<file path="src/rtl/tick_scheduler.sv">
// tick_scheduler: a shared base timebase drives N_CH countdown channels.
// Channel expiries are queued as pending flags and presented one at a time
// through a valid/ack event port, chosen by round-robin. Events lost while
// an earlier one is still pending are recorded as sticky overrun flags.
module tick_scheduler #(
  parameter int PERIOD = 50000,
  parameter int N_CH   = 4,
  parameter int CNT_W  = 16
) (
  input  logic                    clk,
  input  logic                    rst,
  input  logic                    en,
  input  logic                    cfg_we,
  input  logic [$clog2(N_CH)-1:0] cfg_ch,
  input  logic [CNT_W-1:0]        cfg_load,
  input  logic                    cfg_periodic,
  input  logic                    cfg_start,
  output logic                    tick,
  output logic [N_CH-1:0]         active,
  output logic [N_CH-1:0]         overrun,
  output logic                    evt_valid,
  output logic [$clog2(N_CH)-1:0] evt_ch,
  input  logic                    evt_ack
);

  localparam int CH_W = $clog2(N_CH);
  localparam int BW   = (PERIOD > 1) ? $clog2(PERIOD) : 1;
  localparam logic [BW-1:0] BASE_LAST = BW'(PERIOD - 1);

  typedef enum logic {IDLE, PRESENT} evt_state_e;

  // A count of zero would never expire, so zero loads behave as one.
  function automatic logic [CNT_W-1:0] min_one(input logic [CNT_W-1:0] v);
    return (v == '0) ? CNT_W'(1) : v;
  endfunction

  logic [BW-1:0]    base_q;
  logic [CNT_W-1:0] cnt_q    [N_CH];
  logic [CNT_W-1:0] cnt_d    [N_CH];
  logic [CNT_W-1:0] reload_q [N_CH];
  logic [CNT_W-1:0] reload_d [N_CH];
  logic [N_CH-1:0]  per_q, per_d;
  logic [N_CH-1:0]  active_q, active_d;
  logic [N_CH-1:0]  pending_q, pending_d;
  logic [N_CH-1:0]  overrun_q, overrun_d;
  logic [N_CH-1:0]  wr_sel, ack_sel, expire;
  evt_state_e       state_q, state_d;
  logic [CH_W-1:0]  evt_ch_q, evt_ch_d;
  logic [CH_W-1:0]  last_q, last_d;
  logic             found;
  int               idx;

  assign tick      = en && (base_q == BASE_LAST) && !rst;
  assign active    = active_q;
  assign overrun   = overrun_q;
  assign evt_valid = (state_q == PRESENT);
  assign evt_ch    = evt_ch_q;

  // Base counter: free-runs 0..PERIOD-1 while enabled, holds otherwise.
  always_ff @(posedge clk or posedge rst) begin
    if (rst) begin
      base_q <= '0;
    end else if (en) begin
      base_q <= (base_q == BASE_LAST) ? '0 : base_q + BW'(1);
    end
  end

  // Decode which channel is being written and which is being acknowledged.
  always_comb begin
    wr_sel  = '0;
    ack_sel = '0;
    for (int c = 0; c < N_CH; c++) begin
      wr_sel[c]  = cfg_we && (cfg_ch == CH_W'(c));
      ack_sel[c] = (state_q == PRESENT) && evt_ack && (evt_ch_q == CH_W'(c));
    end
  end

  // Channel next state: a write wins over a tick on the same channel.
  always_comb begin
    cnt_d     = cnt_q;
    reload_d  = reload_q;
    per_d     = per_q;
    active_d  = active_q;
    pending_d = pending_q;
    overrun_d = overrun_q;
    expire    = '0;
    for (int c = 0; c < N_CH; c++) begin
      if (wr_sel[c]) begin
        if (cfg_start) begin
          cnt_d[c]     = min_one(cfg_load);
          reload_d[c]  = cfg_load;
          per_d[c]     = cfg_periodic;
          active_d[c]  = 1'b1;
          overrun_d[c] = 1'b0;
        end else begin
          active_d[c]  = 1'b0;
        end
      end else if (tick && active_q[c]) begin
        if (cnt_q[c] == CNT_W'(1)) begin
          expire[c] = 1'b1;
          if (per_q[c]) begin
            cnt_d[c] = min_one(reload_q[c]);
          end else begin
            active_d[c] = 1'b0;
          end
        end else begin
          cnt_d[c] = cnt_q[c] - CNT_W'(1);
        end
      end
      if (ack_sel[c]) begin
        pending_d[c] = 1'b0;
      end
      // An expiry racing an ack of the same channel counts as a fresh event.
      if (expire[c]) begin
        if (pending_q[c] && !ack_sel[c]) begin
          overrun_d[c] = 1'b1;
        end else begin
          pending_d[c] = 1'b1;
        end
      end
    end
  end

  // Channel state registers.
  always_ff @(posedge clk or posedge rst) begin
    if (rst) begin
      for (int c = 0; c < N_CH; c++) begin
        cnt_q[c]    <= '0;
        reload_q[c] <= '0;
      end
      per_q     <= '0;
      active_q  <= '0;
      pending_q <= '0;
      overrun_q <= '0;
    end else begin
      cnt_q     <= cnt_d;
      reload_q  <= reload_d;
      per_q     <= per_d;
      active_q  <= active_d;
      pending_q <= pending_d;
      overrun_q <= overrun_d;
    end
  end

  // Event FSM: pick the next pending channel after the last grant, hold until acked.
  always_comb begin
    state_d  = state_q;
    evt_ch_d = evt_ch_q;
    last_d   = last_q;
    found    = 1'b0;
    idx      = 0;
    case (state_q)
      IDLE: begin
        if (|pending_q) begin
          state_d = PRESENT;
          for (int i = 1; i <= N_CH; i++) begin
            idx = (int'(last_q) + i) % N_CH;
            if (!found && pending_q[idx]) begin
              evt_ch_d = CH_W'(idx);
              found    = 1'b1;
            end
          end
        end
      end
      PRESENT: begin
        if (evt_ack) begin
          state_d = IDLE;
          last_d  = evt_ch_q;
        end
      end
      default: state_d = IDLE;
    endcase
  end

  // Event FSM registers; last grant starts at N_CH-1 so channel 0 goes first.
  always_ff @(posedge clk or posedge rst) begin
    if (rst) begin
      state_q  <= IDLE;
      evt_ch_q <= '0;
      last_q   <= CH_W'(N_CH - 1);
    end else begin
      state_q  <= state_d;
      evt_ch_q <= evt_ch_d;
      last_q   <= last_d;
    end
  end

endmodule

</file>
<file path="config.mk">
export PLATFORM = sky130hd
export DESIGN_NAME = tick_scheduler
export DESIGN_NICKNAME = d
export VERILOG_FILES = /design/src/rtl/tick_scheduler.sv
export SDC_FILE = /design/constraint.sdc
export NUM_CORES = 1
export LEC_CHECK = 0
export ABC_AREA = 0
export CAP_MARGIN = 10
export CORE_ASPECT_RATIO = 1.5
export CORE_MARGIN = 1.5
export CORE_UTILIZATION = 30
export CTS_BUF_LIST = sky130_fd_sc_hd__clkbuf_4 sky130_fd_sc_hd__clkbuf_8 sky130_fd_sc_hd__clkbuf_16
export CTS_CLUSTER_SIZE = 25
export DETAILED_ROUTE_END_ITERATION = 12
export HOLD_SLACK_MARGIN = 0.05
export PLACE_DENSITY = 0.53
export SYNTH_ARGS = -nofsm -noshare
export SYNTH_HDL_FRONTEND = slang
export SYNTH_SLANG_ARGS = --single-unit
</file>
<file path="constraint.sdc">
create_clock -name clk -period 7.2 [get_ports clk]
set_input_delay 0.72 -clock clk [delete_from_list [all_inputs] [get_ports clk]]
set_output_delay 0.72 -clock clk [all_outputs]
set_load 0.02 [all_outputs]
</file>
==> impl_metrics.json, run 1 <==
{
  "dr_total_vias": 7794,
  "first_global_vias": 7580,
  "die_w_um": 146,
  "die_area_um2": 31700,
  "clock_latency_ns": 0.43,
  "cts_made_buffers": 17,
  "dieHeight_um": 217,
  "final.setup.tns_ns": 0,
  "required_ns": 6.48,
  "reg2reg_from": "base_q[10]",
  "switching_power_w": 0.00101,
  "cts_tree": "done",
  "grt_max_degree": 74,
  "finClkSkew_ns": 0.0108,
  "async_flop_share": 1.00,
  "cts_max_level": 4,
  "ys_warn_count": 0,
  "drc": 0,
  "crit_chain": "clkdlybuf4s50_1 > or4bb_1 > nor4_2 > nand2_1 > inv_1 > clkdlybuf4s50_1",
  "routabilityCongestion": 0.827,
  "ys.flop_type": "dfrtp_1",
  "syn_inst": 996,
  "ctsRootBufferMaster": "clkbuf_16",
  "clock_power_share": 0.315,
  "dr.pass1.iters": 6,
  "crit_top_cell": "clkdlybuf4s50_1",
  "grt_pass1_wl_um": 42700,
  "rsz0062_at_grt": "no",
  "swShare": 0.325,
  "status": "completed",
  "cp_max_fo": 12,
  "synthSimpleGateAreaFrac": 0.213,
  "fin_crit_ns": 3.88,
  "pin_count": 37,
  "viasPerCell": 5.53,
  "synthDominantCellAreaShare": 0.444,
  "r2r_cells": 6,
  "synthTopCellsByArea": "dfrtp_1, mux2_2, nand2_1, nor2_1, a21oi_1",
  "clk_pin_slew_worst_paths_ns": 0.07,
  "avgSynthCellArea_um2": 9.22,
  "cellLeakagePower_nw": 4.19,
  "detail-route-antenna-nets": 0,
  "ctsResizeCount": 0,
  "synth_top_family_by_area": "simple AND/OR/NAND/NOR gates",
  "cts_sinks": 165,
  "vdd_ir_drop_max_mv": 0.175,
  "dp_hpwl_um": 18000,
  "grt_antenna_before_repair": 0,
  "port_buffers": 36,
  "yosysSeqAreaShare": 0.450,
  "end_kind": "output pin",
  "synth_compound_area_frac": 0.158,
  "crit_slowest_cell": "clkdlybuf4s50_1",
  "power_w": 0.00311,
  "hold_path_startpoint": "last_q[0]",
  "start_kind": "input pin",
  "wl_per_cell_um": 18.9,
  "core_region_area_um2": 30200,
  "antenna_cells": 0,
  "slew_viol_final": 0,
  "synth_nets": 1030,
  "yosysTopAreaCell": "dfrtp_1",
  "drive_gt1_frac": 0.139,
  "hold_violations": 0,
  "num_rows": 78,
  "drv_cap": 0,
  "grt_overflow": 0,
  "syn_area_um2": 9180,
  "tightest_slew_ns": 1.14,
  "worstPathArrival_ns": 3.16,
  "drt_iter0_drc": 520,
  "ff2ff_setup_slack_ns": 3.93,
  "area_delta_synth_final_pct": 14.5,
  "n_fill_cell": 3058,
  "rr_endpoint": "cnt_q[25]",
  "setup_violations": 0,
  "slew_headroom": 0.243,
  "routed_wl_um": 26700,
  "fin_crit_sh": 0.540,
  "clk_path_buf_depth": 2,
  "synth-edff-count": 0,
  "initial_utilization": 0.305,
  "ys_ff_latch": 165,
  "slowest_delay_ns": 0.64,
  "holdCritPathClass": "reg2reg",
  "track_usage": 0.173,
  "crit_type": "in2out",
  "nets": 1030,
  "holdPathEnd": "last_q[0]",
  "synthMuxAreaShare": 0.0911,
  "yosysUniqueCellTypes": 64,
  "synthAdderAreaFrac": 0.0123,
  "combPwrFrac": 0.228,
  "whs_path_depth": 2,
  "synthXorXnorAreaFrac": 0.0362,
  "seq_power_share": 0.458,
  "cts_hold_buffers": 0,
  "p_int_w": 0.00210,
  "fmax_ghz": 0.257,
  "powerDensity_nw_per_um2": 296,
  "cts_setup_buffers": 0
}
## power by group through the flow
| stage | Combinational [W] | Sequential, W | Clock [W] |
|---|---|---|---|
| floorplan | 0.000576 | 0.00134 | 0 |
| global placement | 0.000695 | 0.00143 | 0 |
| detailed placement | 0.000711 | 0.00143 | 0 |
| CTS | 0.000714 | 0.00142 | 0.000999 |
| global route | 0.000798 | 0.00146 | 0.00104 |
| finish | 0.000707 | 0.00142 | 0.000978 |
## worst max path at each step
stage,startpoint,slack (ns),cells after the start,to
2_1_floorplan,rst,1.47,4,tick
3_3_place_gp,en,3.29,7,cnt_q[23]
3_5_place_dp,en,3.27,7,cnt_q[25]
4_1_cts,en,3.29,6,tick
5_1_grt,en,3.13,6,tick
6_report,en,3.32,6,tick
## layout by cell type, fill, tap and decap left out, drive strengths merged, types with 3 or more instances in the layout
master	n
a211o	5
a211oi	9
a21o	3
a21oi	66
a22o	5
a31oi	28
a41oi	4
and2	3
and3	6
buf	12
bufinv	3
clkbuf	25
clkdlybuf4s50	36
dfrtp	163
ha	9
inv	19
mux2	69
mux2i	6
nand2	114
nand2b	7
nand3	22
nand3b	7
nand4	13
nor2	101
nor3	21
nor3b	3
nor4	39
nor4b	6
o211ai	23
o21ai	63
o221ai	3
o22ai	3
o31ai	12
or2	5
or3	10
or3b	3
or4	17
xnor2	22
xor2	16
## metal layers
layer,global-route usage,vias up,routed length (um)
met5,0,-,0
met1,0.216,3910,11600
met2,0.296,198,13200
li1,-,3645,-
met4,0.0656,0,677
met3,0.0306,41,1190
## synth_stat cells (22+ instances only)
cell type	instances
a21oi_1	66
a31oi_1	28
clkbuf_1	48
dfrtp_1	163
mux2_2	69
nand2_1	114
nand3_1	22
nor2_1	100
nor4_1	36
o211ai_1	23
o21ai_0	61
xnor2_1	22
## registers in the layout, summed over array words and instances (netlist names)
name / count
active: 4
last_q: 2
overrun: 4
per_q: 4
evt_valid: 1
base_q: 16
evt_ch: 2
reload_q: 64
cnt_q: 64
pending_q: 4
## area by class of cell
cell class / count / area [um^2] / share of cell area
Clock buffer: 25 / 510 / 0.0486
Clock inverter: 7 / 119 / 0.0113
Inverter: 19 / 76.3 / 0.00726
Multi-Input combinational cell: 745 / 4720 / 0.449
Sequential cell: 165 / 4130 / 0.393
Tap cell: 400 / 500 / 0.0476
Timing Repair Buffer: 48 / 458 / 0.0436
## worst max-delay path, delay by kind of cell
family | cells | cell delay, ns
buffers and inverters | 3 | 1.40
and+or+nand+nor | 3 | 1.04
## kinds of logic (layout without fill, tap and decap cells)
| kind of cell | Yosys count | in the layout |
|---|---|---|
| and+or+nand+nor | 388 | 388 |
| AOI/OAI and AO/OA | 235 | 235 |
| adders and majority gates | 9 | 9 |
| xor gates and xnor gates | 38 | 38 |
| DFF | 165 | 165 |
| buffers and inverters | 86 | 99 |
| muxes | 75 | 75 |
## per-stage QoR
stage	instance area [um^2]	hold WS [ns]	util	instances	worst slack, ns
final	10500	0.491	0.349	1409	3.32
after global routing	10500	0.521	0.349	1409	3.13
after CTS	10500	0.496	0.348	1408	3.29
after detailed placement	9870	0.484	0.327	1376	3.27
after global placement	9870	0.476	0.327	1376	3.29
after floorplan	9180	0.460	-	996	1.47
(Power assumes the default switching activity.)
==> run 2: changes to the inputs <==
PLACE_DENSITY = 0.55   (was 0.53)
clock period = 3.3 ns   (was 7.2 ns; I/O delays follow)
==> run 2 against run 1 <==
- count of clock-buffer cells in the layout down 3
- combinational power up 130%
- routed wire length down 0.38%
- cell area grew 2.5%
- final cell count rose by 2.1%
- total power rose by 120%
- critical path depth unchanged
- sequential power increased by 120%
- sequential share of layout area shrank 0.97 points
- die area is the same
- critical path type is now reg2reg
==> impl_metrics.json, run 2 (synthesis results as in run 1) <==
{
  "grt_max_degree": 167,
  "end_kind": "register",
  "clk_pin_slew_worst_paths_ns": 0.06,
  "critical-path-top-delay-family": "simple AND/OR/NAND/NOR gates",
  "fin_crit_ns": 2.91,
  "crit_path_start": "cnt_q[39]",
  "vdd_ir_drop_max_mv": 0.378,
  "ctsRootBufferMaster": "clkbuf_16",
  "crit_chain": "or4_4 > or4_4 > or3_1 > o21ai_2 > a21oi_1 > mux2_2",
  "regArea_um2": 4130,
  "layout.cells.non_filler": 1438,
  "first_global_vias": 7842,
  "drv_cap": 0,
  "required_ns": 3.61,
  "dr_total_vias": 7789,
  "viasPerCell": 5.42,
  "final.setup.tns_ns": 0,
  "slew_viol_final": 0,
  "routabilityCongestion": 0.852,
  "grt.met1_usage": 0.215,
  "dp_hpwl_um": 17900,
  "final_cell_mix": "dfrtp_1, nand2_1, nor2_1",
  "path_depth": 6,
  "finClkSkew_ns": 0.0125,
  "reg2reg_from": "cnt_q[39]",
  "multi_input_comb_area_um2": 4800,
  "start_kind": "register",
  "cts_made_buffers": 17,
  "worstPathArrival_ns": 3.22,
  "critPathBufInv": 0,
  "grt_overflow": 0,
  "crit_type": "reg2reg",
  "swShare": 0.338,
  "clock_power_share": 0.294,
  "fin_crit_sh": 0.881,
  "mostFrequentLayoutCell": "dfrtp_1",
  "rr_endpoint": "cnt_q[33]",
  "core_region_area_um2": 30200,
  "cellLeakagePower_nw": 4.32,
  "antenna_cells": 0,
  "fmax_ghz": 0.344,
  "dieHeight_um": 217,
  "dr.pass1.iters": 5,
  "cp_max_fo": 15,
  "die_w_um": 146,
  "crit_top_cell": "or4_4",
  "port_buffers": 36,
  "slew_headroom": 0.397,
  "ff2ff_setup_slack_ns": 0.39,
  "cts_max_level": 4,
  "cts_tree": "done",
  "cts_hold_buffers": 0,
  "nets": 1059,
  "combPwrFrac": 0.240,
  "hold_violations": 0,
  "drc": 0,
  "drive_gt1_frac": 0.178,
  "crit_slowest_cell": "or3_1",
  "detail-route-antenna-nets": 0,
  "wl_per_cell_um": 18.5,
  "clock_latency_ns": 0.44,
  "use_met2": 0.303,
  "tightest_slew_ns": 0.904,
  "status": "completed",
  "drt_iter0_drc": 555,
  "setup_violations": 0,
  "powerDensity_nw_per_um2": 620,
  "r2r_cells": 6,
  "setup_ws_ns": 0.393,
  "grt_antenna_before_repair": 0,
  "num_rows": 78,
  "clk_path_buf_depth": 2,
  "die_area_um2": 31700,
  "critPathCapture": "cnt_q[33]",
  "grtUsageMet3": 0.0262,
  "switching_power_w": 0.00226,
  "placedCellCount": 1405,
  "grt.busiest_layer": "met2",
  "rsz0062_at_grt": "no",
  "cts_sinks": 165,
  "p_int_w": 0.00442,
  "initial_utilization": 0.305,
  "area_delta_synth_final_pct": 17.4,
  "holdCritPathClass": "reg2reg",
  "n_fill_cell": 3027,
  "dpl_worst_slack_ns": 0.166,
  "pin_count": 37,
  "reg.largest.list": "cnt_q (64), reload_q (64), base_q (16)",
  "slowest_delay_ns": 0.65,
  "grt_pass1_wl_um": 43600,
  "track_usage": 0.174,
  "seq_power_share": 0.467,
  "routed_wl_um": 26600
}
[run 2: timing repair]
item                                    CTS  global route
hold endpoints to repair                  0             0
resized for setup                         0             2
endpoints found under the setup margin    0             1
buffers inserted                          0             0
[run 2: power groups by stage]
stage / combinational, W / clock [W] / sequential [W]
after floorplan: 0.00129 / 0 / 0.00293
after detailed placement: 0.00160 / 0 / 0.00314
after global routing: 0.00182 / 0.00211 / 0.00320
final: 0.00160 / 0.00196 / 0.00312
after global placement: 0.00157 / 0 / 0.00313
after CTS: 0.00161 / 0.00201 / 0.00311
[run 2: tightest hold or removal path: stages, from the launching register on]
cell and delay (ns):
dfrtp_1 0.35, nand2_1 0.05, o21ai_0 0.06
[run 2: layout make-up]
| cell class | instances | share of cell area |
|---|---|---|
| Clock buffer | 22 | 0.0441 |
| Clock inverter | 10 | 0.00929 |
| Inverter | 19 | 0.00743 |
| Multi-Input combinational cell | 745 | 0.445 |
| Sequential cell | 165 | 0.383 |
| Tap cell | 400 | 0.0464 |
| Timing Repair Buffer | 77 | 0.0641 |
[run 2: how the worst min path moves through the flow]
stage,startpoint,endpoint,slack [ns],cells past startpoint
finish,overrun[2],overrun[2],0.49,2
global route,overrun[2],overrun[2],0.52,2
CTS,evt_ack,evt_valid,0.48,2
detailed placement,last_q[0],last_q[0],0.48,2
global placement,last_q[0],last_q[0],0.48,2
floorplan,evt_ack,evt_valid,0.41,1
[run 2: routing by layer]
metal  part of all wire  routed length, um  up-vias
li1                   -                  -     3698
met1               0.44              11700     3874
met2               0.49              13100      169
met3              0.037                976       48
met4              0.028                746        0
met5                  0                  0        -
[run 2: metrics by stage]
step	hold slack (ns)	util	power [W]	instance area, um^2
2_1_floorplan	0.413	-	0.00422	9310
3_3_place_gp	0.475	0.337	0.00470	10200
3_5_place_dp	0.481	0.337	0.00474	10200
4_1_cts	0.485	0.357	0.00673	10800
5_1_grt	0.522	0.357	0.00712	10800
6_report	0.492	0.357	0.00668	10800
